==> src/rtl/reg_write_queue.sv <==
// Write-request buffer: each rising edge of wr_strobe captures one addr/data pair
// into a small FIFO that drains over a valid/ready handshake; dropped writes set a sticky flag.
module reg_write_queue #(
  parameter int unsigned ADDR_W = 8,
  parameter int unsigned DATA_W = 32,
  parameter int unsigned DEPTH  = 4
) (
  input  logic                       clk,
  input  logic                       rst,
  input  logic                       wr_strobe,
  input  logic [ADDR_W-1:0]          wr_addr,
  input  logic [DATA_W-1:0]          wr_data,
  output logic                       out_valid,
  input  logic                       out_ready,
  output logic [ADDR_W-1:0]          out_addr,
  output logic [DATA_W-1:0]          out_data,
  output logic                       full,
  output logic                       empty,
  output logic [$clog2(DEPTH+1)-1:0] count,
  output logic                       overflow,
  input  logic                       ovf_clr
);

  localparam int unsigned PTR_W = (DEPTH > 1) ? $clog2(DEPTH) : 1;
  localparam int unsigned CNT_W = $clog2(DEPTH+1);

  logic [ADDR_W-1:0] r_mem_addr [DEPTH];
  logic [DATA_W-1:0] r_mem_data [DEPTH];
  logic [PTR_W-1:0]  r_wptr;
  logic [PTR_W-1:0]  r_rptr;
  logic [CNT_W-1:0]  r_count;
  logic              r_strobe_d;
  logic              r_armed;
  logic              r_overflow;

  logic w_full;
  logic w_empty;
  logic w_push;
  logic w_pop;
  logic w_push_acc;
  logic w_drop;

  // A strobe still high after reset must first be seen low before it can push.
  assign w_full     = (r_count == CNT_W'(DEPTH));
  assign w_empty    = (r_count == CNT_W'(0));
  assign w_push     = wr_strobe & ~r_strobe_d & r_armed;
  assign w_pop      = ~w_empty & out_ready;
  assign w_push_acc = w_push & (~w_full | w_pop);
  assign w_drop     = w_push & w_full & ~w_pop;

  always_ff @(posedge clk or posedge rst) begin
    if (rst) begin
      r_strobe_d <= 1'b0;
      r_armed    <= 1'b0;
    end else begin
      r_strobe_d <= wr_strobe;
      r_armed    <= r_armed | ~wr_strobe;
    end
  end

  always_ff @(posedge clk or posedge rst) begin
    if (rst) begin
      for (int i = 0; i < int'(DEPTH); i++) begin
        r_mem_addr[i] <= '0;
        r_mem_data[i] <= '0;
      end
      r_wptr <= '0;
    end else if (w_push_acc) begin
      r_mem_addr[r_wptr] <= wr_addr;
      r_mem_data[r_wptr] <= wr_data;
      r_wptr             <= r_wptr + PTR_W'(1);
    end
  end

  always_ff @(posedge clk or posedge rst) begin
    if (rst) begin
      r_rptr  <= '0;
      r_count <= '0;
    end else begin
      if (w_pop) r_rptr <= r_rptr + PTR_W'(1);
      case ({w_push_acc, w_pop})
        2'b10:   r_count <= r_count + CNT_W'(1);
        2'b01:   r_count <= r_count - CNT_W'(1);
        default: r_count <= r_count;
      endcase
    end
  end

  // Set has priority over clear when both land in the same cycle.
  always_ff @(posedge clk or posedge rst) begin
    if (rst)          r_overflow <= 1'b0;
    else if (w_drop)  r_overflow <= 1'b1;
    else if (ovf_clr) r_overflow <= 1'b0;
  end

  assign out_valid = ~w_empty;
  assign out_addr  = r_mem_addr[r_rptr];
  assign out_data  = r_mem_data[r_rptr];
  assign full      = w_full;
  assign empty     = w_empty;
  assign count     = r_count;
  assign overflow  = r_overflow;

endmodule

==> config.mk <==
export PLATFORM = sky130hd
export DESIGN_NAME = reg_write_queue
export DESIGN_NICKNAME = d
export VERILOG_FILES = /design/src/rtl/reg_write_queue.sv
export SDC_FILE = /design/constraint.sdc
export NUM_CORES = 1
export LEC_CHECK = 0
export ABC_CLOCK_PERIOD_IN_PS = 6600
export CORE_MARGIN = 2
export CORE_UTILIZATION = 42
export DETAILED_ROUTE_END_ITERATION = 16
export DONT_BUFFER_PORTS = 1
export GPL_TIMING_DRIVEN = 0
export PLACE_DENSITY = 0.65
export SYNTH_ARGS = -nofsm -noshare
export SYNTH_HDL_FRONTEND = slang
export SYNTH_SLANG_ARGS = --single-unit
==> constraint.sdc <==
create_clock -name clk -period 6.6 [get_ports clk]
set_input_delay 0.66 -clock clk [delete_from_list [all_inputs] [get_ports clk]]
set_output_delay 0.66 -clock clk [all_outputs]
set_load 0.01 [all_outputs]
# After elaboration in Yosys (flattened, before gate mapping)
# Cells that the tools add are included.
[op_classes] add_sub_neg=4 eq_ne=3 magnitude_cmp=3 mux=15 n_reduce_logical=4 n_bitwise=15
[op_table] cell="128-bit bitwise mux" n=1
[op_table] cell="32-bit two-way mux" n=3
[op_table] cell="32-bit binary-select mux with 2-bit select" n=1
[op_table] cell="32-bit demux with 2-bit select" n=1
[op_table] cell="32-bit bitwise mux" n=1
[op_table] cell="8-bit two-way mux" n=3
[op_table] cell="8-bit binary-select mux with 2-bit select" n=1
[op_table] cell="8-bit demux with 2-bit select" n=1
[op_table] cell="1-bit bitwise AND" n=6
[op_table] cell="3-bit greater-or-equal comparator, second input constant" n=2
[op_table] cell="2-bit NOT with 3-bit output" n=2
[op_table] cell="3-bit one-hot mux with 2 select lines" n=1
[op_table] cell="1-bit NOT" n=5
[op_table] cell="2-bit by 1-bit adder with 2-bit output, second input constant" n=2
[op_table] cell="2-bit nonzero test" n=2
[op_table] cell="3-bit by 1-bit adder with 3-bit output, second input constant" n=1
[op_table] cell="3-bit == test, second input constant" n=1
[op_table] cell="3-bit logical NOT" n=1
[op_table] cell="3-bit by 1-bit less-than comparator with 1-bit output, second input constant" n=1
[op_table] cell="3-bit by 1-bit subtractor with 3-bit output, second input constant" n=1
[op_table] cell="2-bit by 1-bit == test with 1-bit output, second input constant" n=1
[op_table] cell="2-bit == test, second input constant" n=1
[op_table] cell="1-bit two-way mux" n=2
[op_table] cell="1-bit OR" n=2
[op_table] cell="1-bit logical AND" n=1
[word_totals] register_bits=170 output_inout_bits=47 word_cells=58 in_bits=45

# Longest topological paths before layout
# Gate-level depths: netlist (run 1).
[logic_depth] word_depth=7 depth_mapped=9 ltp_nobuf=9

# Worst setup path after synthesis (run 1)
# OpenSTA, ideal clock, no wires.
[synth_path] path_kind="input to register" start="input out_ready" end="register r_count[2] (netlist: count[2])" n_path_buf=0 path_stages=9 setup_ns=0.079 required_time_ns=6.521 setup_slack_ns=4.401 t_arrival_ns=2.120 path_cell_list="nor4b_4 > nor2_1 > inv_1 > ha_1 > inv_1 > fa_1 > xor2_1 > nor2_1 > xor2_1"
[synth_between] elab_chain_len=5 elab_cells_between_ends=7 cone_classes="eq/ne (2); mux (1); bitwise (3); reduce/logical (1)"
[synth_lines] element="start: declaration" line_no="14" source="input logic out_ready,"
[synth_lines] element="1-bit bitwise AND (*)" line_no="47" source="assign w_pop = ~w_empty & out_ready;"
[synth_lines] element="1-bit OR" line_no="48" source="assign w_push_acc = w_push & (~w_full | w_pop);"
[synth_lines] element="1-bit bitwise AND" line_no="48"
[synth_lines] element="2-bit by 1-bit == test with 1-bit output / 2-bit == test (equally long branches)" line_no="81" source="case ({w_push_acc, w_pop})"
[synth_lines] element="3-bit one-hot mux with 2 select lines / 2-bit nonzero test (equally long branches)"
[synth_lines] element="end signal: assignment" line_no="82" source="2'b10: r_count <= r_count + CNT_W'(1);"
[synth_lines] element="end signal: assignment" line_no="83" source="2'b01: r_count <= r_count - CNT_W'(1);"
[synth_lines] element="end signal: assignment" line_no="84" source="default: r_count <= r_count;"
[synth_lines] element="end: declaration" line_no="31" source="logic [CNT_W-1:0] r_count;"
# Mark *: on every way between the ends. The rest lies on a longest branch, timed or not.
# A chain may end at the register's enable or synchronous reset.

# Worst setup path after layout (run 1)
[layout_path] start="register r_rptr[0]" end="output out_data[25]"
[layout_between] elab_chain_len=4
[layout_lines] element="start: declaration" line_no="30" source="logic [PTR_W-1:0] r_rptr;"
[layout_lines] element="start signal: assignment" line_no="80" source="if (w_pop) r_rptr <= r_rptr + PTR_W'(1);"
[layout_lines] element="2-bit NOT with 3-bit output (not written as such)" line_no="98" source="assign out_data = r_mem_data[r_rptr];"
[layout_lines] element="32-bit binary-select mux with 2-bit select" line_no="98"
[layout_lines] element="32-bit two-way mux (not written as such) (2 in a row)" line_no="98"
[layout_lines] element="end: declaration" line_no="16" source="output logic [DATA_W-1:0] out_data,"
# Every way passes these cells. The select of a mux whose other input is x is not followed.

==> impl_metrics.py, run 1 <==
metrics = {
    "synth": {
        "async_reset_ff_share_pct": 100,
        "synth_nets": 485,
        "syn_area_mm2": 0.00748,
        "yosys-top-cells-area": "dfrtp_1 57%, mux2_2 24%, mux4_2 12%",
        "synth_area_leader_cell": "dfrtp_1",
        "ys_ff_latch": 170,
        "synthDistinctLibCells": 23,
        "synth_flop_cell": "dfrtp_1",
        "yosysMostFrequentCell": "dfrtp_1",
        "synth_top_area_share_pct": 56.9,
        "yosysWarnings": 0,
        "synth_seq_area_share_pct": 56.9,
        "syn_area_per_cell_um2": 17.2,
        "synth_edf_count": 0,
        "syn_inst": 434,
        "synth_common_cells": "170 x dfrtp_1, 161 x mux2_2, 40 x mux4_2",
    },
    "route": {
        "antenna_left": 0,
        "first_iter_violations": 128,
        "route.vias.total": 3759,
        "routed_wl_um": 14800,
        "dr.pass1.iters": 4,
        "wl_per_cell_um": 21.4,
        "drc": 0,
        "vias_per_cell": 5.43,
    },
    "timing": {
        "finalSetupViolCount": 0,
        "fin_skew_ns": 0.00807,
        "fmax_ghz": 0.357,
        "whs_ns": 0.0844,
        "drv_slew": 0,
        "max_slew_margin_pct": 38.7,
        "setup_ws_ns": 3.80,
        "hold_viol": 0,
        "layout_min_cycle_time_ns": 2.80,
        "rsz0062_at_grt": "false",
        "tns_ns": 0,
        "finalCritPeriodShare_pct": 42.5,
        "tightest_slew_ns": 0.918,
    },
    "cells_and_area": {
        "finish.utilization_pct": 48.6,
        "nNetsFinal": 505,
        "fillers": 1466,
        "drive_gt1_share_pct": 55.2,
        "register_area_mm2": 0.00425,
        "final_cells": 692,
        "multi_input_area_mm2": 0.00297,
        "syn_to_final_growth_pct": 12.7,
        "n_antenna_cell": 0,
    },
    "floorplan": {
        "die_w_um": 137,
        "core_area_mm2": 0.0174,
        "dieHeight_um": 137,
        "fp.dieArea_mm2": 0.0189,
        "rows": 48,
        "initial_core_util_pct": 43.1,
        "io_pins": 92,
    },
    "critical_path": {
        "critPathMaxFanout": 10,
        "worstPathArrival_ns": 2.14,
        "critPathKind": "flop to primary output",
        "crit_slowest_cell": "mux4_2",
        "end_kind": "primary output",
        "cp.required_ns": 5.94,
        "slowest_delay_ns": 0.62,
        "path_cells": "clkbuf_1 -> buf_2 -> mux4_2",
        "crit_path_start_kind": "flop",
    },
    "power_and_ir_drop": {
        "vdd_drop_max_mv": 0.223,
        "seq_power_share_pct": 41.0,
        "swShare_pct": 30.7,
        "p_comb_share_pct": 35.6,
        "power_switching_mw": 1.37,
        "p_clk_share_pct": 23.5,
        "p_int_mw": 3.09,
        "powerDensity_mw_per_mm2": 529,
        "p_leak_nw": 3.50,
    },
    "clock_network": {
        "cts_inserted_buffers": 17,
        "ctsResizeCount": 0,
        "post_cts_buffers": 0,
        "cts_root_buf": "clkbuf_16",
        "htreeDepth": 4,
        "cts_tree": "built",
        "clk_pin_slew_ns": 0.07,
        "clkLatencyLatePin_ns": 0.42,
        "cts_max_path_buffers": 2,
        "hold_buffers": 0,
        "numClockSinks": 170,
    },
    "place": {
        "dp_hpwl_um": 10000,
        "portBuffers": 0,
        "dp_cells": 660,
        "place_ws_ns": 4.11,
        "gp_congestion": 0.696,
    },
    "grt": {
        "antenna_found_initial": 0,
        "grt_util_all_layers_pct": 17.0,
        "grt_pass1_vias": 4332,
        "gr-total-overflow": 0,
        "grt_max_degree": 116,
        "grt_pass1_wl_um": 23600,
    },
    "outcome": {
        "outcome": "completed",
    },
    "run": {
        "drv_cap": 0,
    },
    "min_path": {
        "hold_path_class": "input pin to async pin",
    },
}
-- worst paths after layout --
check                          start               to  slack, ns  cells past startpoint
setup reg to reg            count[0]         count[2]       4.22                      9
setup / recovery           r_rptr[0]     out_data[25]       3.80                      3
max in group asynchronous        rst       r_strobe_d       5.61                      2
hold reg to reg              r_armed          r_armed       0.47                      1
hold / removal                   rst  r_mem_data[120]       0.08                      1
min in group clk           wr_strobe       r_strobe_d       0.27                      0
-- worst max-delay path: cells and delay by family, from the launching register on --
family | cells | cell delay [ns]
flip-flops | 1 | 0.33
buffers and inverters | 2 | 0.75
multiplexers | 1 | 0.62
-- per-layer routing --
layer / up-vias / wire length [µm] / GRT usage [%]
met2: 78 / 7580 / 29.5
li1: 1638 / - / -
met4: 0 / 239 / 6.24
met5: - / 0 / 0
met3: 23 / 809 / 5.08
met1: 2020 / 6190 / 20.1
-- flip-flops by register name, summed over array words and instances, names as in the netlist --
signal      count
r_rptr          2
overflow        1
r_mem_data    128
r_wptr          2
count           3
r_armed         1
r_strobe_d      1
r_mem_addr     32
-- cell families (layout without fill, tap and decap cells) --
| group | count (synthesis) | after routing | synth area share (%) |
|---|---|---|---|
| AO/OA/AOI/OAI | 2 | 2 | 0.217 |
| XOR/XNOR | 6 | 6 | 0.702 |
| adder cells (fa/ha/maj) | 6 | 6 | 1.10 |
| buffers and inverters | 36 | 69 | 3.48 |
| flip-flops | 170 | 170 | 56.9 |
| multiplexers | 202 | 202 | 36.4 |
| AND/OR/NAND/NOR | 12 | 12 | 1.24 |
-- layout make-up --
cell class                 count  share of cell area, %
buffer                        26                   2.64
clock buffer                  20                   5.54
clock inverter                12                   1.94
inverter                      10                  0.534
multi-input combinational    228                   35.2
sequential                   170                   50.5
tap                          225                   3.34
timing repair buffer           1                  0.327
-- power by group through the flow --
stage               Combinational [mW]  Sequential, mW  Clock, mW
CTS                               1.63            1.83       1.07
global route                      1.71            1.90       1.12
detailed placement                1.62            1.85          0
global placement                  1.57            1.80          0
floorplan                         1.35            1.75          0
finish                            1.58            1.83       1.05
-- per-stage QoR --
stage          instance area (µm²)  power, mW
6_report                      8430       4.46
5_1_grt                       8430       4.73
4_1_cts                       8430       4.53
3_5_place_dp                  7800       3.47
3_3_place_gp                  7760       3.37
2_1_floorplan                 7480       3.10
-- layout by cell type (no fill, tap or decap), drive strengths merged --
cell type,count
xnor2,3
or3,1
dfrtp,170
bufinv,3
mux2,161
nor4b,1
nand3b,1
fa,1
inv,12
xor2,3
o31a,1
mux2i,1
nand2b,1
clkinv,4
and3,1
clkinvlp,3
nand2,1
mux4,40
clkbuf,22
nor2,2
buf,25
nor3b,4
o22ai,1
ha,5
Power figures use the tool's default switching activity.
==> run 2: changes to the inputs <==
Settings changed: ABC_CLOCK_PERIOD_IN_PS 6600 to 2400, PLACE_DENSITY 0.65 to 0.68.
Clock period 6.6 ns to 2.4 ns, I/O delays scaled along.
==> run 2 against run 1 <==
  * Setup slack got worse by 3.7 ns
  * Design area rose by 5.6%
  * Combinational power rose to 2.8 times the previous value
  * Final cell count rose by 6.6%
  * First-iteration DRC count fell by 4.7%
  * Largest power group unchanged
==> impl_metrics.py, run 2 (synthesized netlist as in run 1, its figures left out) <==
metrics = {
    "grt": {
        "antenna_found_initial": 0,
        "grt_pass1_vias": 4518,
        "grt_util_all_layers_pct": 17.7,
        "grt_pass1_wl_um": 24700,
        "grt_max_degree": 45,
        "gr-total-overflow": 0,
    },
    "min_path": {
        "hold_path_class": "input pin to flop",
        "min_path_cells": 2,
    },
    "timing": {
        "setup_ws_ns": 0.0964,
        "tightest_slew_ns": 0.848,
        "hold_viol": 0,
        "fin_skew_ns": 0.00818,
        "rsz0062_at_grt": "false",
        "finalSetupViolCount": 0,
        "layout_min_cycle_time_ns": 2.30,
        "drv_slew": 0,
        "finalCritPeriodShare_pct": 96.0,
        "max_slew_margin_pct": 43.3,
        "whs_ns": 0.106,
        "fmax_ghz": 0.434,
    },
    "floorplan": {
        "core_area_mm2": 0.0174,
        "io_pins": 92,
        "initial_core_util_pct": 43.1,
        "fp.dieArea_mm2": 0.0189,
        "dieHeight_um": 137,
        "rows": 48,
        "die_w_um": 137,
    },
    "clock_network": {
        "clkLatencyLatePin_ns": 0.42,
        "cts_tree": "built",
        "cts_inserted_buffers": 17,
        "htreeDepth": 4,
        "cts_root_buf": "clkbuf_16",
        "clk_pin_slew_ns": 0.06,
        "cts_max_path_buffers": 2,
        "numClockSinks": 170,
    },
    "route": {
        "dr.pass1.iters": 4,
        "routed_wl_um": 15100,
        "antenna_left": 0,
        "first_iter_violations": 122,
        "wl_per_cell_um": 20.5,
        "vias_per_cell": 5.35,
        "route.vias.total": 3951,
        "drc": 0,
    },
    "cells_and_area": {
        "largest_reg_flops": 128,
        "n_antenna_cell": 0,
        "final_cell_mix": "170 x dfrtp_1, 161 x mux2_2, 43 x dlygate4sd3_1, 40 x mux4_2, 17 x clkbuf_16",
        "largest_register": "r_mem_data",
        "nNetsFinal": 552,
        "layout_commonest_cell": "dfrtp_1",
        "fillers": 1398,
        "drive_gt1_share_pct": 50.7,
        "final_cells": 738,
        "syn_to_final_growth_pct": 19.0,
    },
    "critical_path": {
        "crit_slowest_cell": "buf_1",
        "cp.required_ns": 2.16,
        "critPathBufInv": 2,
        "end_kind": "primary output",
        "cp.depth": 3,
        "slowest_delay_ns": 0.58,
        "cp_top_family": "buffers and inverters",
        "reg2reg_slack_ns": 0.12,
        "worstPathArrival_ns": 2.06,
        "path_cells": "clkbuf_1 -> buf_1 -> mux4_2",
        "crit_path_start_kind": "flop",
        "critPathMaxFanout": 10,
        "r2r_cells": 5,
        "critPathKind": "flop to primary output",
    },
    "outcome": {
        "outcome": "completed",
    },
    "power_and_ir_drop": {
        "p_clk_share_pct": 22.5,
        "p_int_mw": 8.53,
        "swShare_pct": 30.4,
        "power_switching_mw": 3.72,
        "vdd_drop_max_mv": 0.705,
        "seq_power_share_pct": 41.2,
        "p_comb_share_pct": 36.3,
        "powerDensity_mw_per_mm2": 1380,
        "p_leak_nw": 3.69,
    },
    "run": {
        "drv_cap": 0,
    },
    "place": {
        "portBuffers": 0,
        "dp_cells": 663,
        "place_ws_ns": 0.0426,
        "dp_hpwl_um": 10400,
        "gp_congestion": 0.718,
    },
}
run 2: changes by cell type in the layout (fill, tap and decap cells not counted), moves of 2 or more:
cell and change:
inv_8 -2, clkinv_4 -2, dlygate4sd3_1 +43, buf_4 +6, nor3b_2 +2, clkbuf_1 +5, buf_1 -2, nor3b_1 -2
buf_2 -3, buf_12 +4
run 2: final timing paths:
path                              endpoint  startpoint
min in group asynchronous  r_mem_data[107]         rst
max reg2reg                 r_mem_addr[25]    count[2]
min                              r_rptr[0]   out_ready
max                           out_data[31]   r_rptr[1]
max in group asynchronous    r_mem_addr[2]         rst
min reg2reg                        r_armed     r_armed
run 2: layout make-up:
type	instances	area, µm²	area share, %
Clock buffer	25	475	5.34
Timing Repair Buffer	49	526	5.90
Multi-Input combinational cell	228	2980	33.5
Sequential cell	170	4250	47.8
Tap cell	225	282	3.16
Buffer	25	231	2.60
Clock inverter	6	114	1.28
Inverter	10	41.3	0.464
run 2: metrics by stage:
| step | util, % | area, µm² | total power [mW] | TNS, ns |
|---|---|---|---|---|
| 2_1_floorplan | - | 7490 | 8.53 | -1.48 |
| 3_3_place_gp | 44.8 | 7770 | 9.27 | -115.71 |
| 3_5_place_dp | 45.2 | 7850 | 9.57 | 0 |
| 4_1_cts | 51.2 | 8880 | 12.4 | 0 |
| 5_1_grt | 51.3 | 8900 | 13.0 | 0 |
| 6_report | 51.3 | 8900 | 12.3 | 0 |
run 2: worst register-to-register path, stage by stage (launching register included):
cell and delay [ns]:
dfrtp_1 0.47, nor4b_4 0.19, buf_4 0.16, nor3b_1 0.70, buf_6 0.28, mux2_2 0.36
run 2: power by group through the flow:
stage | Combinational, mW | Clock (mW) | Sequential [mW]
2_1_floorplan | 3.71 | 0 | 4.82
3_3_place_gp | 4.32 | 0 | 4.94
3_5_place_dp | 4.48 | 0 | 5.09
4_1_cts | 4.60 | 2.81 | 5.04
5_1_grt | 4.82 | 2.96 | 5.24
6_report | 4.45 | 2.76 | 5.05
run 2: timing repair:
action / CTS / global route
hold endpoints to repair: 188 / 0
hold buffers: 43 / 0
buffers inserted: 0 / 2
pin swaps: 0 / 1
setup endpoints to repair: 30 / 47
cloned: 0 / 0
resized for setup: 5 / 3
run 2: metal layers:
metal / vias up / track usage, % / share of wire, %
li1: 1738 / - / -
met1: 2131 / 22.1 / 43
met2: 67 / 30.0 / 51
met3: 15 / 5.04 / 4.3
met4: 0 / 5.21 / 1.2
met5: - / 0 / 0
==> run 3: changes to the inputs <==
Settings changed: TNS_END_PERCENT set to 10.
==> run 3 against run 2 <==
  * Clock skew is essentially flat
  * Clock power barely moved
  * First-iteration DRC count rose by 6.6%
  * Largest cell class unchanged
  * Sequential power hardly changed
  * Flip-flop and latch count unchanged
  * Maximum frequency is 0.21% lower
  * Power is essentially flat
==> impl_metrics.py, run 3 (synthesized netlist as in run 1, its figures left out) <==
metrics = {
    "outcome": {
        "outcome": "completed",
    },
    "route": {
        "drc": 0,
        "route.vias.total": 3953,
        "vias_per_cell": 5.35,
        "dr.pass1.iters": 4,
        "wl_per_cell_um": 20.5,
        "routed_wl_um": 15100,
        "first_iter_violations": 130,
        "antenna_left": 0,
    },
    "clock_network": {
        "numClockSinks": 170,
        "cts_tree": "built",
        "cts_inserted_buffers": 17,
        "clk_pin_slew_ns": 0.06,
        "cts_max_path_buffers": 2,
        "clkLatencyLatePin_ns": 0.42,
        "cts_root_buf": "clkbuf_16",
        "htreeDepth": 4,
    },
    "critical_path": {
        "critPathMaxFanout": 10,
        "end_kind": "primary output",
        "worstPathArrival_ns": 2.07,
        "critPathKind": "flop to primary output",
        "crit_path_start_kind": "flop",
        "cp.required_ns": 2.16,
    },
    "cells_and_area": {
        "final_area_mm2": 0.00891,
        "final_cell_mix": "170 x dfrtp_1, 161 x mux2_2, 43 x dlygate4sd3_1, 40 x mux4_2, 17 x clkbuf_16",
        "nNetsFinal": 553,
        "largest_reg_flops": 128,
        "n_antenna_cell": 0,
        "largest_register": "r_mem_data",
        "drive_gt1_share_pct": 50.8,
        "layout_commonest_cell": "dfrtp_1",
        "syn_to_final_growth_pct": 19.0,
    },
    "timing": {
        "setup_ws_ns": 0.0915,
        "rsz0062_at_grt": "false",
        "finalSetupViolCount": 0,
        "tightest_slew_ns": 0.848,
        "tns_ns": 0,
        "layout_min_cycle_time_ns": 2.31,
        "drv_slew": 0,
        "whs_ns": 0.105,
        "finalCritPeriodShare_pct": 96.2,
        "hold_viol": 0,
        "fmax_ghz": 0.433,
        "max_slew_margin_pct": 43.4,
        "fin_skew_ns": 0.00779,
    },
    "place": {
        "place_area_mm2": 0.00785,
        "dp_hpwl_um": 10400,
        "place_ws_ns": 0.0426,
        "gp_congestion": 0.718,
        "portBuffers": 0,
    },
    "grt": {
        "grt_util_all_layers_pct": 17.7,
        "grt_pass1_wl_um": 24700,
        "antenna_found_initial": 0,
        "gr-total-overflow": 0,
        "grt_pass1_vias": 4518,
        "grt_max_degree": 45,
    },
    "power_and_ir_drop": {
        "powerDensity_mw_per_mm2": 1380,
        "vdd_drop_max_mv": 0.705,
        "p_leak_nw": 3.70,
    },
    "run": {
        "drv_cap": 0,
    },
    "floorplan": {
        "dieHeight_um": 137,
        "rows": 48,
        "die_w_um": 137,
        "fp.dieArea_mm2": 0.0189,
        "core_area_mm2": 0.0174,
        "initial_core_util_pct": 43.1,
        "io_pins": 92,
    },
    "min_path": {
        "hold_path_class": "input pin to flop",
    },
}
run 3: through the flow:
step / power, mW / utilization, % / std cells
2_1_floorplan: 8.53 / - / 434
3_3_place_gp: 9.27 / 44.8 / 659
3_5_place_dp: 9.57 / 45.2 / 663
4_1_cts: 12.4 / 51.2 / 737
5_1_grt: 13.0 / 51.3 / 739
6_report: 12.3 / 51.3 / 739
run 3: layout make-up:
type	count	area, µm²
flip-flops and latches	170	4250
well taps	225	282
repair buffers	49	526
multi-input cells	228	2980
plain buffers	26	236
clock buffers	25	475
fillers	1397	8450
inverters	10	41.3
clock inverters	6	114
run 3: what timing repair did:
action,CTS,global route
buffers inserted,0,2
endpoints found under the hold margin,188,0
gates resized for setup,5,5
hold buffers,43,0
endpoints found under the setup margin,30,47
pin swaps,0,1
run 3: report_power, final:
| group | switching [mW] | total, mW | internal, mW |
|---|---|---|---|
| logic | 1.94 | 4.49 | 2.55 |
| clock network | 1.06 | 2.75 | 1.69 |
| registers | 0.728 | 5.02 | 4.30 |
| total | 3.73 | 12.3 | 8.54 |
run 3: path summary, 6_finish.rpt:
| kind | from | endpoint | slack, ns | depth (start not counted) |
|---|---|---|---|---|
| setup / recovery | r_rptr[1] | out_data[31] | 0.09 | 3 |
| hold / removal | out_ready | r_rptr[0] | 0.11 | 2 |
| setup reg to reg | count[2] | r_mem_addr[25] | 0.12 | 5 |
| hold reg to reg | r_armed | r_armed | 0.48 | 1 |
| max in group asynchronous | rst | r_mem_addr[2] | 1.17 | 4 |
| min in group asynchronous | rst | r_mem_data[107] | 0.38 | 2 |
run 3: critical path, cell delays in order, from the launching register on:
cell and delay (ns):
dfrtp_1 0.32, clkbuf_1 0.27, buf_1 0.58, mux4_2 0.48
run 3: layer usage:
layer / up-vias / GRT usage (%) / wire (µm)
met1: 2133 / 22.1 / 6540
met3: 15 / 5.04 / 655
met5: - / 0 / 0
li1: 1738 / - / -
met4: 0 / 5.21 / 182
met2: 67 / 30.0 / 7740
